### src/rtl/valve_route_sequencer_pkg.sv
// Shared types and constants for the valve route sequencer: FSM states,
// the peristaltic pump phase table and the all-closed valve patterns.
package valve_route_sequencer_pkg;

  typedef enum logic [1:0] {
    IDLE,
    SETTLE,
    PUMP,
    RELEASE
  } vrs_state_e;

  localparam int unsigned N_PHASES = 6;

  // Entry 0 is the first forward phase (p[2:0] = 001).
  localparam logic [N_PHASES-1:0][2:0] PUMP_PHASES = {
    3'b101, 3'b100, 3'b110, 3'b010, 3'b011, 3'b001
  };

  localparam logic [2:0] P_CLOSED = 3'b111;

  localparam int unsigned N_CTRL_DFLT = 13;
  localparam logic [N_CTRL_DFLT-1:0] C_CLOSED = '1;

  function automatic logic [2:0] phase_pattern(input logic [2:0] idx);
    return (idx < 3'(N_PHASES)) ? PUMP_PHASES[idx] : P_CLOSED;
  endfunction

endpackage

### src/rtl/valve_route_sequencer_pump_phase_gen.sv
// Pump phase generator: steps the 3-valve pump through its phase table,
// holding each phase dwell+1 clocks for a given number of full cycles.
module valve_route_sequencer_pump_phase_gen
  import valve_route_sequencer_pkg::*;
#(
  parameter int unsigned CYC_W   = 8,
  parameter int unsigned DWELL_W = 16
) (
  input  logic               clk,
  input  logic               rst,
  input  logic               start,
  input  logic               dir,
  input  logic [DWELL_W-1:0] dwell,
  input  logic [CYC_W-1:0]   cycles,
  input  logic               stop,
  output logic [2:0]         p,
  output logic               last
);

  logic               active;
  logic [2:0]         idx;
  logic [DWELL_W-1:0] dwell_cnt;
  logic [CYC_W-1:0]   cyc_cnt;
  logic [2:0]         p_q;

  logic [2:0] first_idx;
  logic [2:0] last_idx;
  logic [2:0] step_idx;
  logic       phase_end;
  logic       at_last_idx;

  always_comb begin
    first_idx   = dir ? 3'd5 : 3'd0;
    last_idx    = dir ? 3'd0 : 3'd5;
    phase_end   = (dwell_cnt == dwell);
    at_last_idx = (idx == last_idx);
    step_idx    = at_last_idx ? first_idx : (dir ? idx - 3'd1 : idx + 3'd1);
    last        = active && phase_end && at_last_idx && (cyc_cnt == CYC_W'(1));
  end

  // p is registered alongside idx so the pattern changes on the same edge
  // as the phase index rather than one decode later.
  always_ff @(posedge clk) begin
    if (rst) begin
      active    <= 1'b0;
      idx       <= '0;
      dwell_cnt <= '0;
      cyc_cnt   <= '0;
      p_q       <= P_CLOSED;
    end else if (stop) begin
      active <= 1'b0;
      p_q    <= P_CLOSED;
    end else if (start) begin
      active    <= 1'b1;
      idx       <= first_idx;
      dwell_cnt <= '0;
      cyc_cnt   <= cycles;
      p_q       <= phase_pattern(first_idx);
    end else if (active) begin
      if (phase_end) begin
        dwell_cnt <= '0;
        if (last) begin
          active <= 1'b0;
          p_q    <= P_CLOSED;
        end else begin
          idx <= step_idx;
          p_q <= phase_pattern(step_idx);
          if (at_last_idx) begin
            cyc_cnt <= cyc_cnt - CYC_W'(1);
          end
        end
      end else begin
        dwell_cnt <= dwell_cnt + DWELL_W'(1);
      end
    end
  end

  assign p = p_q;

endmodule

### src/rtl/valve_route_sequencer.sv
// Valve route sequencer: accepts one route/pump command at a time and runs
// open route -> settle -> pump -> close all -> settle -> done.
module valve_route_sequencer
  import valve_route_sequencer_pkg::*;
#(
  parameter int unsigned N_CTRL     = 13,
  parameter int unsigned CYC_W      = 8,
  parameter int unsigned DWELL_W    = 16,
  parameter int unsigned SETTLE_CYC = 4
) (
  input  logic               clk,
  input  logic               rst,
  input  logic               cmd_valid,
  output logic               cmd_ready,
  input  logic [N_CTRL-1:0]  cmd_route,
  input  logic [CYC_W-1:0]   cmd_cycles,
  input  logic               cmd_dir,
  input  logic [DWELL_W-1:0] cmd_dwell,
  input  logic               abort,
  output logic [N_CTRL-1:0]  c,
  output logic [2:0]         p,
  output logic               busy,
  output logic               done,
  output logic               done_aborted,
  output logic               cmd_err
);

  localparam int unsigned SW = (SETTLE_CYC > 1) ? $clog2(SETTLE_CYC) : 1;
  localparam logic [SW-1:0] SETTLE_LAST = SW'(SETTLE_CYC - 1);

  vrs_state_e state, next_state;

  logic [SW-1:0]      settle_cnt, settle_cnt_next;
  logic [N_CTRL-1:0]  route_l;
  logic [CYC_W-1:0]   cycles_l;
  logic               dir_l;
  logic [DWELL_W-1:0] dwell_l;
  logic               aborted_l;

  logic [N_CTRL-1:0]  c_q, c_next;
  logic               busy_q, done_q, done_aborted_q, cmd_err_q;

  logic handshake, accept, reject, seg_end, abort_hit, finishing;
  logic pump_start, pump_stop, pump_last;

  valve_route_sequencer_pump_phase_gen #(
    .CYC_W   (CYC_W),
    .DWELL_W (DWELL_W)
  ) u_pump (
    .clk    (clk),
    .rst    (rst),
    .start  (pump_start),
    .dir    (dir_l),
    .dwell  (dwell_l),
    .cycles (cycles_l),
    .stop   (pump_stop),
    .p      (p),
    .last   (pump_last)
  );

  always_comb begin
    handshake  = cmd_valid && (state == IDLE);
    accept     = handshake && (|cmd_route);
    reject     = handshake && !(|cmd_route);
    seg_end    = (settle_cnt == SETTLE_LAST);
    abort_hit  = abort && ((state == SETTLE) || (state == PUMP));
    finishing  = (state == RELEASE) && seg_end;
    next_state = state;
    pump_start = 1'b0;
    pump_stop  = 1'b0;

    unique case (state)
      IDLE: begin
        if (accept) next_state = SETTLE;
      end
      SETTLE: begin
        if (abort) begin
          next_state = RELEASE;
        end else if (seg_end) begin
          if (cycles_l != '0) begin
            next_state = PUMP;
            pump_start = 1'b1;
          end else begin
            next_state = RELEASE;
          end
        end
      end
      PUMP: begin
        if (abort) begin
          next_state = RELEASE;
          pump_stop  = 1'b1;
        end else if (pump_last) begin
          next_state = RELEASE;
        end
      end
      RELEASE: begin
        if (seg_end) next_state = IDLE;
      end
      default: next_state = IDLE;
    endcase

    settle_cnt_next = (next_state != state) ? '0 : settle_cnt + SW'(1);

    // Route fields are not latched yet in the handshake cycle, so the
    // opening pattern comes straight from the command bus.
    if (accept) begin
      c_next = ~cmd_route;
    end else if ((next_state == SETTLE) || (next_state == PUMP)) begin
      c_next = ~route_l;
    end else begin
      c_next = '1;
    end
  end

  always_ff @(posedge clk) begin
    if (rst) begin
      state          <= IDLE;
      settle_cnt     <= '0;
      route_l        <= '0;
      cycles_l       <= '0;
      dir_l          <= 1'b0;
      dwell_l        <= '0;
      aborted_l      <= 1'b0;
      c_q            <= '1;
      busy_q         <= 1'b0;
      done_q         <= 1'b0;
      done_aborted_q <= 1'b0;
      cmd_err_q      <= 1'b0;
    end else begin
      state      <= next_state;
      settle_cnt <= settle_cnt_next;
      if (accept) begin
        route_l   <= cmd_route;
        cycles_l  <= cmd_cycles;
        dir_l     <= cmd_dir;
        dwell_l   <= cmd_dwell;
        aborted_l <= 1'b0;
      end else if (abort_hit) begin
        aborted_l <= 1'b1;
      end
      c_q            <= c_next;
      busy_q         <= (next_state != IDLE);
      done_q         <= finishing;
      done_aborted_q <= finishing && aborted_l;
      cmd_err_q      <= reject;
    end
  end

  assign cmd_ready    = (state == IDLE);
  assign c            = c_q;
  assign busy         = busy_q;
  assign done         = done_q;
  assign done_aborted = done_aborted_q;
  assign cmd_err      = cmd_err_q;

endmodule
### config.mk
export PLATFORM = sky130hd
export DESIGN_NAME = valve_route_sequencer
export DESIGN_NICKNAME = d
export VERILOG_FILES = /design/src/rtl/valve_route_sequencer_pkg.sv /design/src/rtl/valve_route_sequencer_pump_phase_gen.sv /design/src/rtl/valve_route_sequencer.sv
export SDC_FILE = /design/constraint.sdc
export NUM_CORES = 1
export LEC_CHECK = 0
export ABC_AREA = 1
export BUFFER_PORTS_ARGS = -buffer_cell sky130_fd_sc_hd__buf_2
export CORE_AREA = 4 4 94 96
export DETAILED_ROUTE_END_ITERATION = 12
export DIE_AREA = 0 0 98 100
export PLACE_DENSITY = 0.76
export SKIP_LAST_GASP = 1
export SLEW_MARGIN = 0
export SYNTH_ARGS = -nofsm -noshare
export SYNTH_HDL_FRONTEND = slang
export SYNTH_HIERARCHICAL = 1
export SYNTH_SLANG_ARGS = --single-unit
export TNS_END_PERCENT = 30
### constraint.sdc
create_clock -name clk -period 6.25 [get_ports clk]
set_input_delay 0.3125 -clock clk [delete_from_list [all_inputs] [get_ports clk]]
set_output_delay 0.3125 -clock clk [all_outputs]
set_load 0.01 [all_outputs]
### Word-level counts from Yosys, hierarchy flattened

Memory sizes are Yosys's and may differ from the RTL's.
Cells that the tools add are included.

| operators by class | value |
|---|---|
| add/sub/neg operators | 5 |
| $lt $le $gt $ge | 4 |
| eq/ne operators | 11 |
| mux-type cells | 44 |
| bitwise gates (word level) | 3 |
| reduce and logical (&&, ||, !) cells | 26 |

Operators by type and width:

| cell | number |
|---|---|
| $mux W16 | 3 |
| $mux W3 | 16 |
| $mux W8 | 5 |
| $mux W13 | 2 |
| $not A13 Y13 | 2 |
| $add A16 B1 Y16 const B | 1 |
| $eq A16 B16 Y1 | 1 |
| $reduce_or A13 Y1 | 1 |
| $mux W2 | 6 |
| $mux W1 | 11 |
| $logic_and A1 B1 Y1 | 9 |
| $eq A2 B2 Y1 const B | 4 |
| $eq A8 B1 Y1 const B | 1 |
| $lt A3 B4 Y1 const B | 2 |
| $pmux W2 S4 | 1 |
| $reduce_bool A2 Y1 | 4 |
| $reduce_bool A8 Y1 | 1 |
| $sub A8 B1 Y8 const B | 1 |
| $lt A3 B3 Y1 const B | 2 |
| $reduce_or A2 Y1 | 3 |
| $reduce_and A5 Y1 | 1 |
| $eq A2 B1 Y1 const B | 2 |
| $reduce_and A2 Y1 | 2 |
| $reduce_and A4 Y1 | 1 |
| other kinds (10) | 11 |

| word-level totals | value |
|---|---|
| register bits after elaboration | 91 |
| bits in read-only memories | 48 |
| input port bits | 42 |
| output and inout bits | 21 |
| logic and storage cells | 112 |
| memories kept | 2 |

Memories:

| name | words | bits a word | rd ports | clocked after memory_dff | write ports | line | source |
|---|---|---|---|---|---|---|---|
| (name not given) | 8 | 3 | 1 | 0 | 0 | valve_route_sequencer_pkg.sv:25 | `return (idx < 3'(N_PHASES)) ? PUMP_PHASES[idx] : P_CLOSED;` |
| (name not given) | 8 | 3 | 1 | 0 | 0 | valve_route_sequencer_pkg.sv:25 |  |

### Depth between registers and ports, before layout

Gate-level depths: netlist of the first run.

| depth | value |
|---|---|
| depth in word-level cells | 11 |
| mapped depth | 17 |
| gate-level depth less buffers | 17 |

### Hierarchy

The synthesis of the first run kept the hierarchy.

By module, submodules not included:

| module | instances | cells an instance | area an instance (um^2) | sequential area each (um^2) |
|---|---|---|---|---|
| valve_route_sequencer | 1 | 286 | 2232.1 | 1201.2 |
| valve_route_sequencer_pump_phase_gen | 1 | 351 | 2082.0 | 620.6 |

### Worst setup path before layout of the first run

OpenSTA, ideal clock, no wires.

| path | value |
|---|---|
| kind | register to register |
| start | register settle_cnt[0] |
| end | register u_pump.dwell_cnt[10] |
| setup time | 0.086 ns |
| arrival time | 1.983 ns |
| data required time | 6.164 ns |
| path slack | 4.182 ns |
| stages on the path, launching flop included | 14 |
| buffers on the path | 0 |
| period minus slack after synthesis | 2.068 ns |
| cells stage by stage | dfxtp_1 ha_1 inv_1 nor2_1 o21ai_0 nor2_1 nor2_1 nor2_2 nand2_1 nor3_4 nand2_1 nor3_2 nand2_1 a211oi_1 |

| on the way | value |
|---|---|
| cells in the longest elaborated chain, start to end | 6 |
| elaborated cells on any way between the ends | 7 |
| those cells by class | 1 x eq/ne; 4 x mux; 2 x reduce/logical |

Ends and longest elaborated chain:

| item | line | source |
|---|---|---|
| start, declared | valve_route_sequencer.sv:33 | `logic [SW-1:0] settle_cnt, settle_cnt_next;` |
| start signal, assigned | valve_route_sequencer.sv:131 | `settle_cnt <= settle_cnt_next;` |
| $eq A2 B2 Y1 (*) | valve_route_sequencer.sv:65 | `seg_end = (settle_cnt == SETTLE_LAST);` |
| $mux W1 (*) | valve_route_sequencer.sv:79 | `end else if (seg_end) begin` |
| $mux W1 (*) | valve_route_sequencer.sv:77 | `if (abort) begin` |
| $mux W1 (*) | valve_route_sequencer.sv:72 | `unique case (state)` |
| net pump_start | valve_route_sequencer.sv:44 | `logic pump_start, pump_stop, pump_last;` |
| $reduce_bool A2 Y1 (no source line) | n/a |  |
| $reduce_and A2 Y1 (no source line) | n/a |  |
| end signal, assigned | valve_route_sequencer_pump_phase_gen.sv:73 | `dwell_cnt <= dwell_cnt + DWELL_W'(1);` |
| end, declared | valve_route_sequencer_pump_phase_gen.sv:22 | `logic [DWELL_W-1:0] dwell_cnt;` |

Mark *: on every way through the listed nets, which the timed path passes. The rest lies on a longest branch.
A chain may end at the register's enable or synchronous reset.

### Final worst setup path of the first run

| path | value |
|---|---|
| start | register settle_cnt[0] |
| end | register u_pump.dwell_cnt[12] |

Same word-level chain as after synthesis.

==> out/qor.csv, run 1 <==
stage,metric,value,unit
global_route,first-pass GRT wire length,16.45,mm
sta,setup TNS,0,ns
power,Sw Ratio,33.51,%
cells_and_area,most frequent cells in the layout,"nand2_1, nor2_1, dfxtp_1",
worst_setup_path,"Arr. time, crit path",3.21,ns
global_route,Total GRT Usage,20.06,%
cells_and_area,"leading cell type in the layout, fill and taps excluded",nand2_1,
sta,"Slew Viols, Final",0,
clocking,clock sinks,91,
worst_setup_path,CP endpoint kind,flip-flop,
sta,skew final,0.008563,ns
sta,Peak Freq,0.3383,GHz
detailed_routing,Pre-Repair DR Iteration Count,6,
worst_hold_path,worst min path class,input port to flip-flop,
floorplan,initial core utilization,53.58,%
sta,Slew Limit Headroom,35.37,%
clocking,"Reg clk slew, reported paths",0.09,ns
worst_setup_path,worst r2r src,settle_cnt[0],
global_route,largest net degree at the start of global routing,42,
placement,GPL Wtd Cong,0.9025,
floorplan,die area,9800,µm²
outcome,outcome,completed,
clocking,CTS tree,built,
job,Max Cap Viol,0,
synthesis,Synth Register Bits,91,
synthesis,Netlist cell types,36,
worst_setup_path,crit path max fanout,15,
worst_setup_path,flop-to-flop setup slack,3.29,ns
clocking,clock tree buffer depth,2,
floorplan,core box area,8051,µm²
detailed_routing,Detail Route Antenna Nets,0,
cells_and_area,layout cell share with drive strength beyond 1,14.06,%
sta,Worst Slack Setup Final,3.294,ns
clocking,total CTS buffers,9,
clocking,CTS Hold Bufs,0,
detailed_routing,vias per cell,4.929,
global_route,grt ovf,0,
power,power density cells,317.6,nW/µm²
detailed_routing,per-cell routed wire length,11.77,µm
clocking,H-tree Lvls,3,
floorplan,row cnt,33,
sta,worst-margin pin slew,0.9684,ns
sta,final period utilization,47.29,%
placement,DPL Wire Length,6.704,mm
synthesis,Mapped Cells,637,
detailed_routing,Residual DRC,0,
power,NetSw,0.0005188,W
worst_setup_path,worst endpoint required time,6.50,ns
floorplan,I/O pins,63,
sta,minimum clock period,2.956,ns
floorplan,Die H,100,µm
clocking,post-CTS setup buffer count,0,
worst_hold_path,Hold Startpoint,cmd_valid,
cells_and_area,area grow syn2layout,12.96,%
cells_and_area,ant diodes,0,
placement,pre-CTS setup slack,3.403,ns
worst_setup_path,CP startpoint,settle_cnt[0],
global_route,vias in the first global route,3753,
detailed_routing,Vias,3953,
power,VDD IR max,0.0001847,V
synthesis,synthesized area per cell,6.773,µm²
detailed_routing,final WL,9.439,mm
cells_and_area,number of nets in the layout,746,
clocking,Root Driver,clkbuf_8,
worst_setup_path,kind of critical path,flip-flop to flip-flop,
power,Leak,2.202,nW
power,Pint,0.001029,W
synthesis,YS warnings,6,
sta,setup violators final,0,
power,Comb pwr share,26.3,%
clocking,Clock Latency Late Sink,0.35,ns
worst_setup_path,crit start category,flip-flop,
sta,RSZ-0062 raised after global routing,false,
clocking,post_cts resized,0,
power,clock share of power,27.6,%
synthesis,Post-Syn Nets,690,
power,Flop pwr share,46.1,%
global_route,initial antenna violation count,0,
detailed_routing,initial DRC count,165,
synthesis,sequential fraction of the synthesis area,42.23,%
sta,Final Hold Viols,0,
placement,PortBufs,62,
synthesis,Syn Std Cell Area,4314,µm²
floorplan,Die X,98,µm
-- routing by layer --
layer  share of wire [%]  wire (µm)  vias to the layer above  track usage [%]
met2                  45       4214                      110            32.57
met3                 6.0        567                       10            3.336
met1                  48       4531                     1744            26.76
met5                   0          0                        -                0
met4                 1.3        126                        0            7.987
li1                    -          -                     2089                -
-- state kept, by name (all words and copies together) (netlist names) --
register,cells
done_aborted,1
u_pump/active,1
u_pump/p,3
settle_cnt,2
u_pump/idx,3
u_pump/cyc_cnt,8
done,1
state,2
u_pump/dwell_cnt,16
route_l,13
cmd_err,1
busy,1
aborted_l,1
dir_l,1
c,13
dwell_l,16
cycles_l,8
-- worst max-delay path, stage by stage, from the launching register on --
cell      delay [ns]
dfxtp_1         0.35
ha_1            0.16
inv_1           0.09
nor2_1          0.09
o21ai_0         0.11
nor2_1          0.68
nor2_1          0.19
nor2_2          0.21
nand2_1         0.14
nor3_4          0.20
nand3_1         0.16
inv_1           0.12
nand2_1         0.07
a211oi_1        0.27
-- path summary, 6_finish.rpt --
path | to | cells past startpoint
worst max register to register | u_pump/dwell_cnt[12] | 13
worst min register to register | settle_cnt[0] | 1
worst min-delay path | cmd_err | 3
worst max-delay path | u_pump/dwell_cnt[12] | 13
-- synth_stat cells --
master,number,area share (%)
nand2_1,156,14
nor2_1,152,13
dfxtp_1,91,42
inv_1,69,6.0
o21ai_0,51,5.9
nand3_1,16,1.9
ha_1,10,2.9
nor3_1,10,1.2
a21oi_1,9,1.0
clkbuf_1,9,0.78
nand4_1,8,1.2
xor2_1,7,1.4
inv_2,6,0.52
a21oi_2,4,0.81
buf_2,4,0.46
a211oi_1,3,0.52
a31oi_1,3,0.44
buf_6,3,0.78
nand2_2,3,0.44
nor3b_1,3,0.52
and2_1,2,0.29
nor2_2,2,0.29
o21ai_1,2,0.23
o31ai_1,2,0.35
a21oi_4,1,0.38
and3_1,1,0.15
buf_4,1,0.17
fa_1,1,0.46
nand2_4,1,0.26
nand3_2,1,0.23
nor2_4,1,0.26
nor3_2,1,0.23
nor3_4,1,0.38
o2111ai_1,1,0.20
or2_0,1,0.15
xnor2_1,1,0.20
-- final cells by class --
class | instances | area, µm²
Inverter | 75 | 281.5
Multi-Input combinational cell | 454 | 2116
Fill cell | 769 | 3178
Sequential cell | 91 | 1822
Timing Repair Buffer | 62 | 310.3
Clock inverter | 6 | 88.84
Tap cell | 105 | 131.4
Clock buffer | 9 | 123.9
-- cell families after synthesis --
group / after synthesis / synth area share (%)
fa+ha+maj: 11 / 3.364
xor+xnor: 8 / 1.624
flops: 91 / 42.23
compound gates: 76 / 9.890
buf+inv: 92 / 8.730
simple gates: 359 / 34.17
-- stage by stage --
step	power [W]	util (%)	hold slack [ns]	area (µm²)	instances
after floorplan	0.001020	-	0.4062	4314	637
after CTS	0.001562	60.53	0.1943	4873	802
after detailed placement	0.001132	57.89	0.4238	4661	787
final	0.001548	60.53	0.2089	4873	802
after global placement	0.001117	57.89	0.4154	4661	787
after global routing	0.001660	60.53	0.1988	4873	802
-- power by group through the flow --
| stage | logic [W] | clock network [W] | registers [W] |
|---|---|---|---|
| 6_report | 0.000407 | 0.000427 | 0.000714 |
| 3_3_place_gp | 0.000394 | 0 | 0.000723 |
| 2_1_floorplan | 0.000291 | 0 | 0.000728 |
| 5_1_grt | 0.000473 | 0.000462 | 0.000724 |
| 3_5_place_dp | 0.000407 | 0 | 0.000725 |
| 4_1_cts | 0.000411 | 0.000437 | 0.000714 |
No activity file was read; power rests on OpenSTA's default activity.
==> inputs of run 2 (changes only) <==
- ABC_AREA: 1 -> 0
- CORE_AREA: 4 4 94 96 -> 4 4 93 95
- DIE_AREA: 0 0 98 100 -> 0 0 97 99
- clock period: 6.25 -> 2.8 ns (I/O delays scaled with it)
==> run 2 against run 1 <==
Via count is 5.4% lower. Die area decreased by 2.0%. Utilization is 2.7 points higher. Worst setup slack lost 3.0 ns. Synthesized cell count is 19% lower. Area after synthesis shrank 1.9%. Flip-flop and latch count did not move. Highest routed layer unchanged.
==> out/qor.csv, run 2 <==
stage,metric,value,unit,change
clocking,"Reg clk slew, reported paths",0.09,ns,about the same
sta,Final Hold Viols,0,,unchanged
cells_and_area,"leading cell type in the layout, fill and taps excluded",nand2_1,,unchanged
clocking,clock tree buffer depth,2,,unchanged
clocking,Root Driver,clkbuf_8,,unchanged
detailed_routing,initial DRC count,144,,was 165
cells_and_area,Multi-input gate area,2256,µm²,was 2116 µm²
cells_and_area,layout cell share with drive strength beyond 1,17.50,%,was 14.06%
synthesis,synthesized area per cell,8.174,µm²,was 6.773 µm²
cells_and_area,Seq. cell area,1822,µm²,unchanged
floorplan,row cnt,32,,was 33
worst_hold_path,Hold Startpoint,cmd_cycles[6],,was cmd_valid
worst_hold_path,Hold Path Cell Cnt,3,,unchanged
power,VDD IR max,0.0003352,V,was 0.0001847 V
power,Flop pwr share,50.5,%,was 46.1%
job,Max Cap Viol,0,,unchanged
placement,GPL Wtd Cong,0.8654,,was 0.9025
power,Leak,1.899,nW,was 2.202 nW
worst_hold_path,hold endpoint,cycles_l[6],,was cmd_err
detailed_routing,per-cell routed wire length,13.62,µm,was 11.77 µm
synthesis,most common cell in the netlist,nand2_1,,unchanged
detailed_routing,final WL,9.329,mm,was 9.439 mm
detailed_routing,vias per cell,5.461,,was 4.929
global_route,largest net degree at the start of global routing,49,,was 42
floorplan,Die X,97,µm,was 98 µm
cells_and_area,biggest regs,"dwell_l: 16 flops, u_pump/dwell_cnt: 16 flops",,unchanged
worst_setup_path,"Cell Chain, Critical Path",xnor2_1 > nand4_1 > nor4_4 > nand2_1 > inv_1 > o21ai_0 > o2111ai_1 > o21ai_1 > ha_1 > and2_4 > nand2_1 > a21o_1,,was ha_1 > inv_1 > nor2_1 > o21ai_0 > nor2_1 > nor2_1 > nor2_2 > nand2_1 > nor3_4 > nand3_1 > inv_1 > nand2_1 > a211oi_1
clocking,H-tree Lvls,3,,unchanged
worst_setup_path,Worst path top cell family by delay,simple AND/OR/NAND/NOR gates,,unchanged
worst_setup_path,worst endpoint required time,3.05,ns,was 6.50 ns
floorplan,core box area,7727,µm²,was 8051 µm²
power,clock share of power,31.7,%,was 27.6%
sta,setup TNS,0,ns,unchanged
global_route,Total GRT Usage,19.61,%,was 20.06%
placement,DPL Wire Length,6.707,mm,was 6.704 mm
synthesis,Synth Register Bits,91,,unchanged
detailed_routing,Vias,3741,,"was 3,953"
global_route,grt ovf,0,,unchanged
floorplan,die area,9603,µm²,was 9800 µm²
worst_setup_path,"most used cell, CP",nand2_1,,was nor2_1
synthesis,leading area contributor after synthesis,dfxtp_1,,unchanged
synthesis,Syn Std Cell Area,4234,µm²,was 4314 µm²
clocking,Clock Latency Late Sink,0.36,ns,was 0.35 ns
synthesis,Mapped Cells,518,,was 637
cells_and_area,fin util,63.26,%,was 60.53%
sta,final period utilization,90.88,%,was 47.29%
sta,Peak Freq,0.3930,GHz,was 0.3383 GHz
floorplan,initial core utilization,54.79,%,was 53.58%
power,Sw Ratio,29.30,%,was 33.51%
outcome,outcome,completed,,unchanged
placement,PortBufs,62,,unchanged
power,NetSw,0.0008290,W,was 0.0005188 W
cells_and_area,most frequent cells in the layout,"nand2_1, dfxtp_1, buf_2",,"was nand2_1, nor2_1, dfxtp_1"
cells_and_area,area grow syn2layout,15.46,%,was 12.96%
placement,pre-CTS setup slack,0.2037,ns,was 3.403 ns
clocking,clock sinks,91,,unchanged
sta,RSZ-0062 raised after global routing,false,,unchanged
detailed_routing,Pre-Repair DR Iteration Count,4,,was 6
synthesis,sequential fraction of the synthesis area,43.03,%,was 42.23%
power,Pint,0.002000,W,was 0.001029 W
sta,Slew Limit Headroom,61.04,%,was 35.37%
clocking,post-CTS setup buffer count,0,,unchanged
synthesis,Netlist cell types,64,,was 36
synthesis,ys async rst share,0,%,unchanged
cells_and_area,fin area,4888,µm²,was 4873 µm²
cells_and_area,ant diodes,0,,unchanged
sta,skew final,0.008342,ns,was 0.008563 ns
sta,minimum clock period,2.545,ns,was 2.956 ns
clocking,CTS tree,built,,unchanged
sta,Worst Slack Setup Final,0.2553,ns,was 3.294 ns
cells_and_area,number of nets in the layout,631,,was 746
worst_setup_path,worst r2r src,u_pump/dwell_cnt[5],,was settle_cnt[0]
worst_setup_path,crit start category,flip-flop,,unchanged
synthesis,ys flop type,dfxtp_1,,unchanged
worst_setup_path,"Arr. time, crit path",2.80,ns,was 3.21 ns
worst_setup_path,slowest CP cell,dfxtp_1,,was nor2_1
floorplan,I/O pins,63,,unchanged
worst_setup_path,CP max stage delay,0.37,ns,was 0.68 ns
worst_setup_path,flop-to-flop setup slack,0.26,ns,was 3.29 ns
synthesis,Post-Syn Nets,571,,was 690
synthesis,Synth top area share,43.03,%,was 42.23%
floorplan,Die H,99,µm,was 100 µm
sta,Hold Worst Slack,0.01623,ns,was 0.2089 ns
global_route,initial antenna violation count,0,,unchanged
detailed_routing,Residual DRC,0,,unchanged
synthesis,YS warnings,6,,unchanged
power,power density cells,578.8,nW/µm²,was 317.6 nW/µm²
synthesis,Post-synth EDFFs,0,,unchanged
worst_setup_path,Buf/Inv on CP,1,,was 2
sta,setup violators final,0,,unchanged
clocking,total CTS buffers,9,,unchanged
global_route,vias in the first global route,3601,,"was 3,753"
placement,instance area at placement,4649,µm²,was 4661 µm²
global_route,first-pass GRT wire length,15.88,mm,was 16.45 mm
worst_setup_path,crit path max fanout,13,,was 15
power,Comb pwr share,17.7,%,was 26.3%
synthesis,top post-synthesis cells by area,"dfxtp_1, nand2_1, a21oi_1",,"was dfxtp_1, nand2_1, nor2_1"
detailed_routing,Detail Route Antenna Nets,0,,unchanged
synthesis,most frequent cells after synthesis,"nand2_1, dfxtp_1, a21oi_1",,"was nand2_1, nor2_1, dfxtp_1"
sta,"Slew Viols, Final",0,,unchanged
worst_setup_path,Reg2Reg Capture Point,c[9],,was u_pump/dwell_cnt[12]
worst_hold_path,worst min path class,input port to flip-flop,,unchanged
worst_setup_path,CP endpoint kind,flip-flop,,unchanged
cells_and_area,Fillers,682,,was 769
worst_setup_path,Reg2Reg Depth,12,,was 13
sta,worst-margin pin slew,0.5844,ns,was 0.9684 ns
worst_setup_path,kind of critical path,flip-flop to flip-flop,,unchanged
run 2: cell types whose count changed after synthesis, moves of 8 or more:
cell	before	now
nor2_1	152	35
inv_1	69	10
a21oi_1	9	54
o21ai_0	51	7
nand2_1	156	122
xnor2_1	1	21
a21o_1	0	15
clkbuf_1	9	19
nor4_1	0	8
run 2: cell families after synthesis:
family | count (synthesis) | share of synthesized area (%)
simple gates | 229 | 25.41
compound gates | 111 | 16.37
flops | 91 | 43.03
buf+inv | 40 | 4.167
xor+xnor | 32 | 6.619
fa+ha+maj | 11 | 3.428
mux | 4 | 0.9752
run 2: area by class of cell:
cell class                 instances  share of cell area, %
clock buffer                       9                  2.534
clock inverter                     7                  1.510
inverter                          10                 0.7679
multi-input combinational        387                  46.15
sequential                        91                  37.27
tap                              102                  2.611
timing repair buffer              79                  9.163
run 2: repair_timing:
item                       in CTS  in global routing
gates resized for setup         0                  1
hold buffers                    4                  0
setup endpoints to repair       0                 13
hold endpoints to repair        4                  0
run 2: worst max path at each step:
stage                                   start              endpoint  slack, ns  cells past startpoint
final                     u_pump/dwell_cnt[5]                  c[9]       0.26                     12
after global placement    u_pump/dwell_cnt[5]                  c[5]       0.25                     12
after CTS                 u_pump/dwell_cnt[5]                  c[9]       0.19                     12
after global routing                 state[0]  u_pump/dwell_cnt[12]       0.02                      9
after detailed placement  u_pump/dwell_cnt[5]                  c[8]       0.20                     12
after floorplan                         dir_l           u_pump/p[1]       0.38                     10
run 2: layer usage:
| metal | track usage (%) | vias to the layer above | part of all wire (%) |
|---|---|---|---|
| met1 | 24.20 | 1729 | 45 |
| met2 | 33.23 | 107 | 48 |
| met5 | 0 | - | 0 |
| met4 | 8.747 | 0 | 1.9 |
| met3 | 3.892 | 17 | 5.3 |
| li1 | - | 1888 | - |
run 2: power by group through the flow:
stage | registers [W] | clock network, W | logic, W
2_1_floorplan | 0.00146 | 0 | 0.000339
3_5_place_dp | 0.00146 | 0 | 0.000494
5_1_grt | 0.00144 | 0.000970 | 0.000562
3_3_place_gp | 0.00146 | 0 | 0.000483
6_report | 0.00143 | 0.000898 | 0.000501
4_1_cts | 0.00143 | 0.000924 | 0.000500
run 2: worst reg2reg max path, cell delays in order (launching register included):
cell	delay (ns)
dfxtp_1	0.37
xnor2_1	0.24
nand4_1	0.18
nor4_4	0.37
nand2_1	0.12
inv_1	0.07
o21ai_0	0.07
o2111ai_1	0.13
o21ai_1	0.14
ha_1	0.29
and2_4	0.23
nand2_1	0.08
a21o_1	0.17
run 2: stage by stage:
step                instances  total power (W)
floorplan                 518         0.001798
global placement          665         0.001940
detailed placement        665         0.001954
CTS                       685         0.002855
global route              685         0.002974
finish                    685         0.002830
==> inputs of run 3 (changes only) <==
- CORE_AREA: 4 4 93 95 -> 4 4 97 99
- DIE_AREA: 0 0 97 99 -> 0 0 101 103
- PLACE_DENSITY: 0.76 -> 0.74
- clock period: 2.8 -> 2.2 ns (I/O delays scaled with it)
==> run 3 against run 2 <==
Via count rose by 8.8%. Maximum frequency rose by 8.0%. Worst setup slack got worse by 0.41 ns. The flow now finishes with violations (setup timing). Wire length rose by 16%. Highest routed layer unchanged. Flip-flop and latch count did not move.
==> out/qor.csv, run 3 (same netlist as run 2, synthesis figures left out) <==
stage,metric,value,unit,change
detailed_routing,Vias,4069,,"was 3,741"
power,power density cells,673.0,nW/µm²,was 578.8 nW/µm²
sta,Peak Freq,0.4246,GHz,was 0.3930 GHz
cells_and_area,number of nets in the layout,704,,was 631
cells_and_area,layout cell share with drive strength beyond 1,28.05,%,was 17.50%
clocking,"Reg clk slew, reported paths",0.10,ns,was 0.09 ns
clocking,H-tree Lvls,3,,unchanged
cells_and_area,biggest regs,"dwell_l: 16 flops, u_pump/dwell_cnt: 16 flops",,unchanged
cells_and_area,ant diodes,0,,unchanged
detailed_routing,per-cell routed wire length,14.16,µm,was 13.62 µm
cells_and_area,"leading cell type in the layout, fill and taps excluded",nand2_1,,unchanged
sta,Hold Worst Slack,0.02028,ns,was 0.01623 ns
cells_and_area,fin util,65.13,%,was 63.26%
worst_setup_path,crit path max fanout,7,,was 13
floorplan,die area,10400,µm²,was 9603 µm²
detailed_routing,initial DRC count,133,,was 144
clocking,Root Driver,clkbuf_8,,unchanged
sta,setup violators final,18,,was 0
cells_and_area,area grow syn2layout,31.53,%,was 15.46%
placement,instance area at placement,5015,µm²,was 4649 µm²
floorplan,initial core utilization,49.52,%,was 54.79%
placement,pre-CTS setup slack,-0.1634,ns,was 0.2037 ns
power,Leak,2.270,nW,was 1.899 nW
global_route,Total GRT Usage,20.63,%,was 19.61%
placement,GPL Wtd Cong,0.8681,,was 0.8654
floorplan,Die H,103,µm,was 99 µm
floorplan,core box area,8551,µm²,was 7727 µm²
sta,Final Hold Viols,0,,unchanged
clocking,CTS tree,built,,unchanged
detailed_routing,vias per cell,5.326,,was 5.461
global_route,first-pass GRT wire length,17.15,mm,was 15.88 mm
global_route,vias in the first global route,3847,,"was 3,601"
worst_setup_path,"Cell Chain, Critical Path",xnor2_2 > nand4_1 > nor4_4 > nand2_1 > inv_1 > o21ai_2 > o2111ai_2 > o21ai_2 > ha_1 > and2_4 > nand2_1 > a21o_1,,was xnor2_1 > nand4_1 > nor4_4 > nand2_1 > inv_1 > o21ai_0 > o2111ai_1 > o21ai_1 > ha_1 > and2_4 > nand2_1 > a21o_1
sta,"Slew Viols, Final",0,,unchanged
job,Max Cap Viol,0,,unchanged
cells_and_area,fin area,5569,µm²,was 4888 µm²
global_route,grt ovf,0,,unchanged
sta,RSZ-0062 raised after global routing,true,,was false
worst_setup_path,kind of critical path,flip-flop to flip-flop,,unchanged
clocking,clock sinks,91,,unchanged
outcome,failing checks,setup timing,,
sta,worst-margin pin slew,0.6606,ns,was 0.5844 ns
worst_setup_path,CP endpoint kind,flip-flop,,unchanged
clocking,Clock Latency Late Sink,0.37,ns,was 0.36 ns
outcome,outcome,finished with violations,,was completed
detailed_routing,Detail Route Antenna Nets,0,,unchanged
worst_setup_path,CP max stage delay,0.35,ns,was 0.37 ns
worst_setup_path,"Arr. time, crit path",2.63,ns,was 2.80 ns
placement,PortBufs,62,,unchanged
clocking,clock tree buffer depth,2,,unchanged
sta,final period utilization,107.1,%,was 90.88%
global_route,largest net degree at the start of global routing,41,,was 49
clocking,total CTS buffers,9,,unchanged
floorplan,Die X,101,µm,was 97 µm
worst_setup_path,crit start category,flip-flop,,unchanged
sta,skew final,0.009445,ns,was 0.008342 ns
worst_setup_path,slowest CP cell,dfxtp_1,,unchanged
cells_and_area,most frequent cells in the layout,"nand2_1, dfxtp_1, buf_4",,"was nand2_1, dfxtp_1, buf_2"
worst_hold_path,worst min path class,input port to flip-flop,,unchanged
placement,DPL Wire Length,7.213,mm,was 6.707 mm
floorplan,row cnt,34,,was 32
detailed_routing,Residual DRC,0,,unchanged
detailed_routing,Pre-Repair DR Iteration Count,4,,unchanged
global_route,initial antenna violation count,0,,unchanged
sta,minimum clock period,2.355,ns,was 2.545 ns
detailed_routing,final WL,10.82,mm,was 9.329 mm
floorplan,I/O pins,63,,unchanged
sta,Slew Limit Headroom,55.96,%,was 61.04%
worst_setup_path,worst endpoint required time,2.47,ns,was 3.05 ns
sta,Worst Slack Setup Final,-0.1554,ns,was 0.2553 ns
power,VDD IR max,0.0004945,V,was 0.0003352 V
-- run 3: changes by cell type in the layout (fill, tap and decap cells not counted), sizes merged --
cell	previous run	this run
buf	75	128
dlygate4sd3	4	23
and2	5	6
bufinv	1	0
inv	12	13
-- run 3: timing repair --
action                                 in CTS  in global routing
pin swaps                                  16                  9
cloned                                      1                  0
endpoints found under the hold margin      23                  0
setup buffers                               5                  2
setup endpoints to repair                  16                 29
gates resized for setup                     7                 17
hold buffers                               23                  0
-- run 3: cell type report --
type	count	area (µm²)
clock buffer	9	123.9
clock inverter	7	58.81
fill	687	2982
inverter	10	37.54
multi-input combinational	388	2341
sequential	91	1837
tap	108	135.1
timing repair buffer	151	1036
-- run 3: critical path: cells and delay by family, from the launching register on --
kind / cells / cell delay (ns)
and+or+nand+nor: 5 / 0.94
buffers and inverters: 1 / 0.08
AOI/OAI and AO/OA: 4 / 0.39
adders and majority gates: 1 / 0.32
DFF: 1 / 0.35
xor gates and xnor gates: 1 / 0.19
-- run 3: report_power, final --
group | total (W) | internal, W | switching (W)
logic | 0.000844 | 0.000390 | 0.000454
registers | 0.00182 | 0.00176 | 0.0000625
clock network | 0.00108 | 0.000428 | 0.000655
total | 0.00375 | 0.00258 | 0.00117
-- run 3: metal layers --
| layer | vias up | wire length, µm | global-route usage, % |
|---|---|---|---|
| li1 | 2037 | - | - |
| met1 | 1925 | 4828 | 25.73 |
| met2 | 88 | 5364 | 35.19 |
| met3 | 19 | 427 | 4.398 |
| met4 | 0 | 200 | 7.669 |
| met5 | - | 0 | 0 |
-- run 3: metrics by stage --
stage,TNS (ns),power [W],std cells
4_1_cts,-2.001,0.003706,762
3_5_place_dp,-2.018,0.002539,717
5_1_grt,-5.481,0.003910,764
6_report,-1.914,0.003748,764
3_3_place_gp,-1.671,0.002515,717
2_1_floorplan,-1.401,0.002301,518
-- run 3: final timing paths --
kind                             start             to  slack (ns)  depth (start not counted)
hold reg to reg          settle_cnt[0]  settle_cnt[0]        0.44                          1
setup reg to reg  u_pump/dwell_cnt[14]          c[10]       -0.16                         12
hold / removal            cmd_route[5]     route_l[5]        0.02                          3
setup / recovery  u_pump/dwell_cnt[14]          c[10]       -0.16                         12
